===== src/rtl/uart_pkg.sv =====
// Shared UART definitions: FSM state encoding and line levels of the frame delimiters.
package uart_pkg;

  typedef enum logic [1:0] {
    StIdle  = 2'd0,
    StStart = 2'd1,
    StData  = 2'd2,
    StStop  = 2'd3
  } uart_state_e;

  localparam logic StartBit = 1'b0;
  localparam logic StopBit  = 1'b1;

endpackage


===== src/rtl/sync_2ff.sv =====
// Two-flop synchronizer; resets to all ones so an idle-high line stays quiet.
module sync_2ff #(
  parameter int unsigned Width = 1
) (
  input  logic             clk_i,
  input  logic             rst_ni,
  input  logic [Width-1:0] d_i,
  output logic [Width-1:0] q_o
);

  logic [Width-1:0] meta_q;
  logic [Width-1:0] sync_q;

  // Two-stage metastability filter
  always_ff @(posedge clk_i or negedge rst_ni) begin
    if (!rst_ni) begin
      meta_q <= '1;
      sync_q <= '1;
    end else begin
      meta_q <= d_i;
      sync_q <= meta_q;
    end
  end

  assign q_o = sync_q;

endmodule


===== src/rtl/uart_rx.sv =====
// UART receiver: 8N1-style framing (DATA_W data bits, no parity) with a
// valid/ready output holding register, frame error and overrun pulses.
module uart_rx
  import uart_pkg::*;
#(
  parameter int unsigned CLKS_PER_BIT = 868,
  parameter int unsigned DATA_W       = 8
) (
  input  logic              clk,
  input  logic              rst,
  input  logic              rx,
  output logic [DATA_W-1:0] data,
  output logic              valid,
  input  logic              ready,
  output logic              frame_err,
  output logic              overrun
);

  localparam int unsigned CntW = (CLKS_PER_BIT > 1) ? $clog2(CLKS_PER_BIT) : 1;
  localparam int unsigned BitW = $clog2(DATA_W);
  localparam logic [CntW-1:0] BitEnd  = CntW'(CLKS_PER_BIT - 1);
  localparam logic [CntW-1:0] HalfEnd = CntW'(CLKS_PER_BIT / 2 - 1);
  localparam logic [BitW-1:0] LastBit = BitW'(DATA_W - 1);

  logic              rx_sync;
  logic              rx_prev_q, rx_prev_d;
  uart_state_e       state_q, state_d;
  logic [CntW-1:0]   cnt_q, cnt_d;
  logic [BitW-1:0]   bit_cnt_q, bit_cnt_d;
  logic [DATA_W-1:0] shift_q, shift_d;
  logic [DATA_W-1:0] data_q, data_d;
  logic              valid_q, valid_d;
  logic              frame_err_q, frame_err_d;
  logic              overrun_q, overrun_d;
  // After reset the synchronizer holds ones that never came from the line; a
  // frame may only start once the real line has been seen high.
  logic [1:0]        flush_q, flush_d;
  logic              armed_q, armed_d;
  logic              line_fall;

  sync_2ff #(
    .Width (1)
  ) u_sync (
    .clk_i  (clk),
    .rst_ni (rst),
    .d_i    (rx),
    .q_o    (rx_sync)
  );

  assign line_fall = armed_q & rx_prev_q & ~rx_sync;

  // Next-state logic for the receive FSM, counters and output register
  always_comb begin
    state_d     = state_q;
    cnt_d       = cnt_q;
    bit_cnt_d   = bit_cnt_q;
    shift_d     = shift_q;
    data_d      = data_q;
    valid_d     = valid_q;
    frame_err_d = 1'b0;
    overrun_d   = 1'b0;
    rx_prev_d   = rx_sync;
    flush_d     = (flush_q == 2'd3) ? flush_q : flush_q + 2'd1;
    armed_d     = armed_q | ((flush_q == 2'd3) & rx_sync);

    if (valid_q && ready) begin
      valid_d = 1'b0;
    end

    unique case (state_q)
      StIdle: begin
        cnt_d = '0;
        if (line_fall) begin
          state_d   = StStart;
          bit_cnt_d = '0;
        end
      end
      StStart: begin
        if (cnt_q == HalfEnd) begin
          cnt_d   = '0;
          state_d = (rx_sync == StartBit) ? StData : StIdle;
        end else begin
          cnt_d = cnt_q + CntW'(1);
        end
      end
      StData: begin
        if (cnt_q == BitEnd) begin
          cnt_d   = '0;
          shift_d = {rx_sync, shift_q[DATA_W-1:1]};
          if (bit_cnt_q == LastBit) begin
            bit_cnt_d = '0;
            state_d   = StStop;
          end else begin
            bit_cnt_d = bit_cnt_q + BitW'(1);
          end
        end else begin
          cnt_d = cnt_q + CntW'(1);
        end
      end
      StStop: begin
        if (cnt_q == BitEnd) begin
          cnt_d   = '0;
          state_d = StIdle;
          if (rx_sync == StopBit) begin
            // A word consumed this same cycle frees the register for the new one
            if (!valid_q || ready) begin
              data_d  = shift_q;
              valid_d = 1'b1;
            end else begin
              overrun_d = 1'b1;
            end
          end else begin
            frame_err_d = 1'b1;
          end
        end else begin
          cnt_d = cnt_q + CntW'(1);
        end
      end
      default: state_d = StIdle;
    endcase
  end

  // State and output registers
  always_ff @(posedge clk or negedge rst) begin
    if (!rst) begin
      rx_prev_q   <= 1'b1;
      state_q     <= StIdle;
      cnt_q       <= '0;
      bit_cnt_q   <= '0;
      shift_q     <= '0;
      data_q      <= '0;
      valid_q     <= 1'b0;
      frame_err_q <= 1'b0;
      overrun_q   <= 1'b0;
      flush_q     <= '0;
      armed_q     <= 1'b0;
    end else begin
      rx_prev_q   <= rx_prev_d;
      state_q     <= state_d;
      cnt_q       <= cnt_d;
      bit_cnt_q   <= bit_cnt_d;
      shift_q     <= shift_d;
      data_q      <= data_d;
      valid_q     <= valid_d;
      frame_err_q <= frame_err_d;
      overrun_q   <= overrun_d;
      flush_q     <= flush_d;
      armed_q     <= armed_d;
    end
  end

  assign data      = data_q;
  assign valid     = valid_q;
  assign frame_err = frame_err_q;
  assign overrun   = overrun_q;

endmodule


===== config.mk =====
export PLATFORM = sky130hd
export DESIGN_NAME = uart_rx
export DESIGN_NICKNAME = d
export VERILOG_FILES = /design/src/rtl/uart_pkg.sv /design/src/rtl/sync_2ff.sv /design/src/rtl/uart_rx.sv
export SDC_FILE = /design/constraint.sdc
export NUM_CORES = 1
export LEC_CHECK = 0
export ABC_AREA = 0
export CAP_MARGIN = 20
export CELL_PAD_IN_SITES_DETAIL_PLACEMENT = 0
export CELL_PAD_IN_SITES_GLOBAL_PLACEMENT = 1
export CORE_MARGIN = 2
export CORE_UTILIZATION = 36
export DETAILED_ROUTE_END_ITERATION = 8
export GPL_TIMING_DRIVEN = 0
export PLACE_DENSITY = 0.67
export SYNTH_ARGS = -nofsm -noshare
export SYNTH_HDL_FRONTEND = slang
export SYNTH_SLANG_ARGS = --single-unit
export TNS_END_PERCENT = 50

===== constraint.sdc =====
create_clock -name clk -period 2.71 [get_ports clk]
set_input_delay 0.542 -clock clk [delete_from_list [all_inputs] [get_ports clk]]
set_output_delay 0.542 -clock clk [all_outputs]
set_load 0.005 [all_outputs]

==> key figures, run 1 <==
Logic synthesis
  – Post-synthesis mux area share: 0.111
  – #FFs+latches synth: 40
  – Synth Area in Simple Gates: 0.166
  – Yosys Warn Count: 0
  – Syn avg cell area: 12.9 um2
  – Syn nets: 143
  – Cells after Synth: 134
  – Synth top area share: 0.535
  – Compound-Gate Fraction of Synth Area: 0.0434
  – Synth Area in XOR/XNOR: 0.0456
  – Synth unique cells: 30
  – Largest family of logic cells by synthesized area: simple AND/OR/NAND/NOR gates
  – Cell area after synthesis: 0.00173 mm2
  – Dominant cells by area after synthesis: dfrtp_1 54%, mux2_2 11%, dfstp_2 4.6%
  – Sequential share of the synthesized area: 0.581
  – Leading area contributor after synthesis: dfrtp_1
  – Post-Synth Adder-Cell Area: 0.0362

Critical path
  – CP Class: reg -> reg
  – Worst setup startpoint: cnt_q[0]$_DFF_PN0_
  – Reg2reg setup slack: 0.48 ns
  – Critical Path AT: 2.41 ns
  – CP max FO: 8
  – Crit Reg-Reg Startpoint: cnt_q[0]$_DFF_PN0_
  – Crit Reg-Reg Endpoint: data[7]$_DFFE_PN0P_
  – Worst Reg2Reg Path Length in Cells: 5
  – CP Launch Type: flip-flop
  – Crit. End Element: flip-flop
  – Worst EP required: 2.89 ns

Detailed routing
  – Vias: 1,087
  – DRC Markers: 0
  – Vias per inst: 5.18
  – Routed len/inst: 14.0 um
  – Antenna-violating nets left: 0
  – Final WL: 2940 um
  – 1st-iter DRT viols: 61
  – Pre-Repair DR Iteration Count: 4

Placed design
  – Dpl cells: 202
  – Port bufs: 14
  – Dpl hpwl: 2030 um
  – RD Place Congestion: 0.818

Timing
  – Final period util: 0.825
  – Min Tclk post-route: 2.23 ns
  – Slew Viols, Final: 0
  – Fin Hold WS: 0.359 ns
  – RSZ-0062 raised after global routing: false
  – Hold Violations, Final: 0
  – Setup violators final: 0
  – Worst-Margin Slew: 0.895 ns
  – Highest Clock Rate: 0.448 GHz
  – Rel. slew slack: 0.400
  – Clk_skew: 0.0107 ns
  – Final setup TNS: 0 ns

GRT
  – Antenna violations before repair: 0
  – Number of global-route vias before repair: 1,096
  – Total congestion overflow: 0
  – GRT Total Usage: 0.127
  – Largest net degree at the start of global routing: 41
  – First-pass GRT wire length: 5140 um

Hold path
  – Worst hold path type: in -> async

Die
  – Ports: 15
  – Site row count: 25
  – Die ar.: 0.00537 mm2
  – Chip height: 73.3 um
  – Core ar.: 0.00469 mm2
  – Initial core utilization: 0.369
  – DIE WIDTH: 73.3 um

Job
  – Maxcap violations: 0

Final layout
  – Layout area overhead: 16.6%
  – Final non-filler cell total: 210
  – N_diodes: 0
  – Layout Nets: 164
  – Share of cells above drive strength 1: 0.224
  – Fillcell total: 443

Clock tree
  – Cts hold-fix bufs: 0
  – TritonCTS clock tree: yes
  – Clock Path Buffers: 2
  – Post-CTS setup buffer count: 0
  – H-tree depth reported by CTS: 2
  – Reg clk slew, reported paths: 0.08 ns
  – CTS Buf Count: 5
  – CTS sink count: 40
  – Root Driver: clkbuf_8
  – Clock Latency Late Sink: 0.30 ns
  – Post-CTS Resized: 0

Power
  – Cell Pwr Density: 604 mW/mm2
  – Power consumption: 1220 uW
  – Peak VDD IR: 0.000218 V
  – Leak: 0.000916 uW

Status
  – Status: complete, no violations
how the worst max path moves through the flow:
stage,endpoint,slack [ns],cells past startpoint
after floorplan,data[0]$_DFFE_PN0P_,0.77,5
after global placement,data[5]$_DFFE_PN0P_,0.16,1
after detailed placement,data[0]$_DFFE_PN0P_,0.47,5
after CTS,data[0]$_DFFE_PN0P_,0.46,5
after global routing,data[0]$_DFFE_PN0P_,0.35,5
final,data[7]$_DFFE_PN0P_,0.48,5
flip-flops by register name (all words and copies together), names as in the netlist, 2 cells and up, named ones only:
register / cells
cnt_q: 10
data: 8
shift_q: 8
bit_cnt_q: 3
flush_q: 2
stage by stage:
step | util | setup slack (ns) | instance area [um2]
finish | 0.430 | 0.476 | 2020
global route | 0.430 | 0.345 | 2020
CTS | 0.430 | 0.465 | 2020
detailed placement | 0.412 | 0.468 | 1930
global placement | 0.413 | 0.159 | 1940
floorplan | - | 0.770 | 1730
power by group:
part | leakage (uW) | internal [uW] | switching, uW | total, uW
registers | 0.000522 | 642 | 62.4 | 704
clock network | 0.0000412 | 180 | 210 | 389
logic | 0.000352 | 53.5 | 71.5 | 125
cell usage in the layout (no fill, tap or decap), types with 3 or more instances in the layout:
cell,netlist,final
dfrtp_1,37,37
nor3_1,4,4
inv_1,5,5
clkdlybuf4s50_1,0,13
buf_2,2,3
xnor2_1,6,6
clkbuf_8,0,5
mux2_2,17,17
ha_1,5,5
dfstp_2,3,3
nand2_1,6,6
and3_1,3,3
xor2_1,3,3
nor2_1,12,12
nand3_1,6,6
nand4_1,4,4
area by class of cell:
type | count | area, um2 | area share
Inverter | 5 | 18.8 | 0.00931
Tap cell | 54 | 67.6 | 0.0335
Timing Repair Buffer | 14 | 135 | 0.0670
Clock buffer | 6 | 72.6 | 0.0360
Sequential cell | 40 | 1000 | 0.498
Multi-Input combinational cell | 87 | 696 | 0.345
Buffer | 2 | 10.0 | 0.00496
Clock inverter | 2 | 12.5 | 0.00620
worst max-delay path, stage by stage, from the launching register on:
cell and delay [ns]:
dfrtp_1 0.40, ha_1 0.23, and4bb_2 0.33, nand4_4 0.15, nor4_4 0.61, mux2_2 0.40
Yosys cell counts:
library cell   n
dfrtp_1       37
mux2_2        17
nor2_1        12
nand2_1        6
nand3_1        6
xnor2_1        6
ha_1           5
inv_1          5
nand4_1        4
nor3_1         4
and3_1         3
dfstp_2        3
xor2_1         3
a21o_1         2
a31oi_1        2
buf_2          2
nor2b_1        2
o211ai_1       2
o41ai_1        2
a41o_1         1
and2_1         1
and3_2         1
and4b_1        1
and4bb_2       1
nand3b_1       1
nand4_4        1
nand4b_1       1
nor3b_4        1
nor4_4         1
o21ai_0        1
cell families (layout without fill, tap and decap cells):
| group | after synthesis | in the layout |
|---|---|---|
| buffers and inverters | 7 | 29 |
| and+or+nand+nor | 46 | 46 |
| adders and majority gates | 5 | 5 |
| AOI/OAI and AO/OA | 10 | 10 |
| muxes | 17 | 17 |
| DFF | 40 | 40 |
| xor gates and xnor gates | 9 | 9 |
layer usage:
| layer | global-route usage | up-vias | share of wire |
|---|---|---|---|
| met4 | 0.0606 | 0 | 0.010 |
| met5 | 0 | - | 0 |
| met3 | 0.0425 | 5 | 0.041 |
| met1 | 0.162 | 542 | 0.47 |
| li1 | - | 518 | - |
| met2 | 0.196 | 22 | 0.48 |
Note: power is estimated with default switching activity, not from simulation.
==> run 2, diff against run 1 <==
==> constraint.sdc (replaced) <==
create_clock -name clk -period 2.25 [get_ports clk]
set_input_delay 0.45 -clock clk [delete_from_list [all_inputs] [get_ports clk]]
set_output_delay 0.45 -clock clk [all_outputs]
set_load 0.005 [all_outputs]
==> run 2 against run 1 <==
Against the previous run:
- wire length rose by 0.37%
- via count rose by 0.64%
- first-iteration DRC count rose by 21%
- combinational power rose by 20%
- clock power rose by 20%
==> key figures, run 2 (synthesis results as in run 1) <==
Clock tree
  – Reg clk slew, reported paths: 0.08 ns (about the same)
  – CTS Buf Count: 5 (unchanged)
  – CTS sink count: 40 (unchanged)
  – TritonCTS clock tree: yes (unchanged)
  – Clock Latency Late Sink: 0.29 ns (was 0.30 ns)
  – H-tree depth reported by CTS: 2 (unchanged)
  – Clock Path Buffers: 2 (unchanged)
  – Root Driver: clkbuf_8 (unchanged)
  – Post-CTS Resized: 0 (unchanged)

Timing
  – Rel. slew slack: 0.400 (unchanged)
  – Clk_skew: 0.00910 ns (was 0.0107 ns)
  – Worst-Margin Slew: 0.895 ns (unchanged)
  – Setup violators final: 0 (unchanged)
  – Min Tclk post-route: 2.06 ns (was 2.23 ns)
  – Slew Viols, Final: 0 (unchanged)
  – Hold Violations, Final: 0 (unchanged)
  – RSZ-0062 raised after global routing: false (unchanged)
  – Final period util: 0.916 (was 0.825)
  – Highest Clock Rate: 0.485 GHz (was 0.448 GHz)

Critical path
  – CP Launch Type: flip-flop (unchanged)
  – Worst Reg2Reg Path Length in Cells: 6 (was 5)
  – Critical Path AT: 2.23 ns (was 2.41 ns)
  – Crit. End Element: flip-flop (unchanged)
  – Worst EP required: 2.42 ns (was 2.89 ns)
  – Worst setup startpoint: cnt_q[0]$_DFF_PN0_ (unchanged)
  – CP Class: reg -> reg (unchanged)
  – Crit Reg-Reg Endpoint: data[7]$_DFFE_PN0P_ (unchanged)
  – CP max FO: 8 (unchanged)
  – Reg2reg setup slack: 0.19 ns (was 0.48 ns)
  – Crit Reg-Reg Startpoint: cnt_q[0]$_DFF_PN0_ (unchanged)
  – Crit path capture: data[7]$_DFFE_PN0P_ (unchanged)

Placed design
  – Dpl hpwl: 2030 um (unchanged)
  – Placed standard-cell area: 0.00193 mm2 (unchanged)
  – Port bufs: 14 (unchanged)
  – RD Place Congestion: 0.818 (unchanged)

Die
  – Site row count: 25 (unchanged)
  – Core ar.: 0.00469 mm2 (unchanged)
  – DIE WIDTH: 73.3 um (unchanged)
  – Initial core utilization: 0.369 (unchanged)
  – Die ar.: 0.00537 mm2 (unchanged)
  – Chip height: 73.3 um (unchanged)
  – Ports: 15 (unchanged)

Detailed routing
  – Final WL: 2950 um (was 2940 um)
  – Vias: 1,094 (was 1,087)
  – Antenna-violating nets left: 0 (unchanged)
  – 1st-iter DRT viols: 74 (was 61)
  – DRC Markers: 0 (unchanged)
  – Pre-Repair DR Iteration Count: 4 (unchanged)
  – Vias per inst: 5.18 (about the same)
  – Routed len/inst: 14.0 um (about the same)

Final layout
  – Post-layout util: 0.431 (was 0.430)
  – Most frequent cells in the layout: 37 x dfrtp_1, 17 x mux2_2, 13 x clkdlybuf4s50_1 (unchanged)
  – Layout area overhead: 17.1% (was 16.6%)
  – Max FFs per register: 10 (unchanged)
  – Fillcell total: 442 (was 443)
  – Share of cells above drive strength 1: 0.229 (was 0.224)
  – Layout Nets: 165 (was 164)
  – N_diodes: 0 (unchanged)
  – Most flops, register: cnt_q (unchanged)
  – Final Instance Area: 0.00202 mm2 (about the same)
  – Commonest non-fill, non-tap cell in the layout: dfrtp_1 (unchanged)

Power
  – Combinational share of power: 0.103 (about the same)
  – Switching Share: 0.280 (was 0.282)
  – Sw Pwr: 411 uW (was 343 uW)
  – Peak VDD IR: 0.000263 V (was 0.000218 V)
  – Power consumption: 1460 uW (was 1220 uW)
  – Leak: 0.000921 uW (was 0.000916 uW)
  – P_int: 1050 uW (was 875 uW)
  – Clock share of power: 0.318 (was 0.320)
  – Seq pwr share: 0.579 (was 0.578)
  – Cell Pwr Density: 724 mW/mm2 (was 604 mW/mm2)

GRT
  – Largest net degree at the start of global routing: 41 (unchanged)
  – First-pass GRT wire length: 5140 um (unchanged)
  – Total congestion overflow: 0 (unchanged)
  – Antenna violations before repair: 0 (unchanged)
  – Number of global-route vias before repair: 1,096 (unchanged)
  – GRT Total Usage: 0.127 (unchanged)

Hold path
  – Worst hold path type: in -> async (unchanged)

Job
  – Maxcap violations: 0 (unchanged)

Status
  – Status: complete, no violations (unchanged)
## run 2: cell count changes in the layout (fill, tap and decap cells not counted), sizes merged
| cell | change |
|---|---|
| buf | +1 |
## run 2: worst max-delay path, stage by stage, from the launching register on
cell	delay, ns
dfrtp_1	0.40
ha_1	0.23
and4bb_2	0.33
nand4_4	0.15
nor4_4	0.27
buf_4	0.22
mux2_2	0.34
## run 2: final cells by class
| cell class | instances | area, um2 | share of cell area |
|---|---|---|---|
| clock inverter | 2 | 12.5 | 0.00618 |
| timing repair buffer | 15 | 143 | 0.0705 |
| buffer | 2 | 10.0 | 0.00494 |
| inverter | 5 | 18.8 | 0.00927 |
| clock buffer | 6 | 72.6 | 0.0358 |
| sequential | 40 | 1000 | 0.496 |
| multi-input combinational | 87 | 696 | 0.344 |
| tap | 54 | 67.6 | 0.0334 |
## run 2: repair_timing
action | CTS | global route
setup endpoints to repair | 0 | 8
setup buffers | 0 | 1
endpoints found under the hold margin | 0 | 0
hold buffers | 0 | 0
## run 2: per-stage QoR
step	setup slack, ns	TNS (ns)	hold WS (ns)	instances
after floorplan	0.310	0	0.154	134
after global placement	-0.209	-7.66	0.347	202
after detailed placement	0.00793	0	0.350	202
after CTS	0.00489	0	0.303	210
after global routing	0.0740	0	0.351	211
final	0.190	0	0.270	211
## run 2: layer usage
layer | up-vias | global-route usage | share of wire
met4 | 0 | 0.0606 | 0.0085
met2 | 25 | 0.196 | 0.48
met5 | - | 0 | 0
met3 | 3 | 0.0425 | 0.039
li1 | 519 | - | -
met1 | 547 | 0.162 | 0.47
## run 2: power groups by stage
stage / clock, uW / combinational (uW) / sequential, uW
floorplan: 0 / 108 / 848
global placement: 0 / 147 / 862
detailed placement: 0 / 152 / 863
CTS: 488 / 154 / 848
global route: 511 / 178 / 861
finish: 466 / 150 / 848
## run 2: how the worst min path moves through the flow
stage / start / to / slack [ns] / cells after the start
final: rst / cnt_q[5]$_DFF_PN0_ / 0.27 / 1
after detailed placement: u_sync.meta_q$_DFF_PN1_ / u_sync.q_o$_DFF_PN1_ / 0.35 / 0
after global placement: u_sync.meta_q$_DFF_PN1_ / u_sync.q_o$_DFF_PN1_ / 0.35 / 0
after global routing: rst / cnt_q[7]$_DFF_PN0_ / 0.35 / 1
after floorplan: rst / async pin / 0.15 / 0
after CTS: rst / cnt_q[5]$_DFF_PN0_ / 0.30 / 1
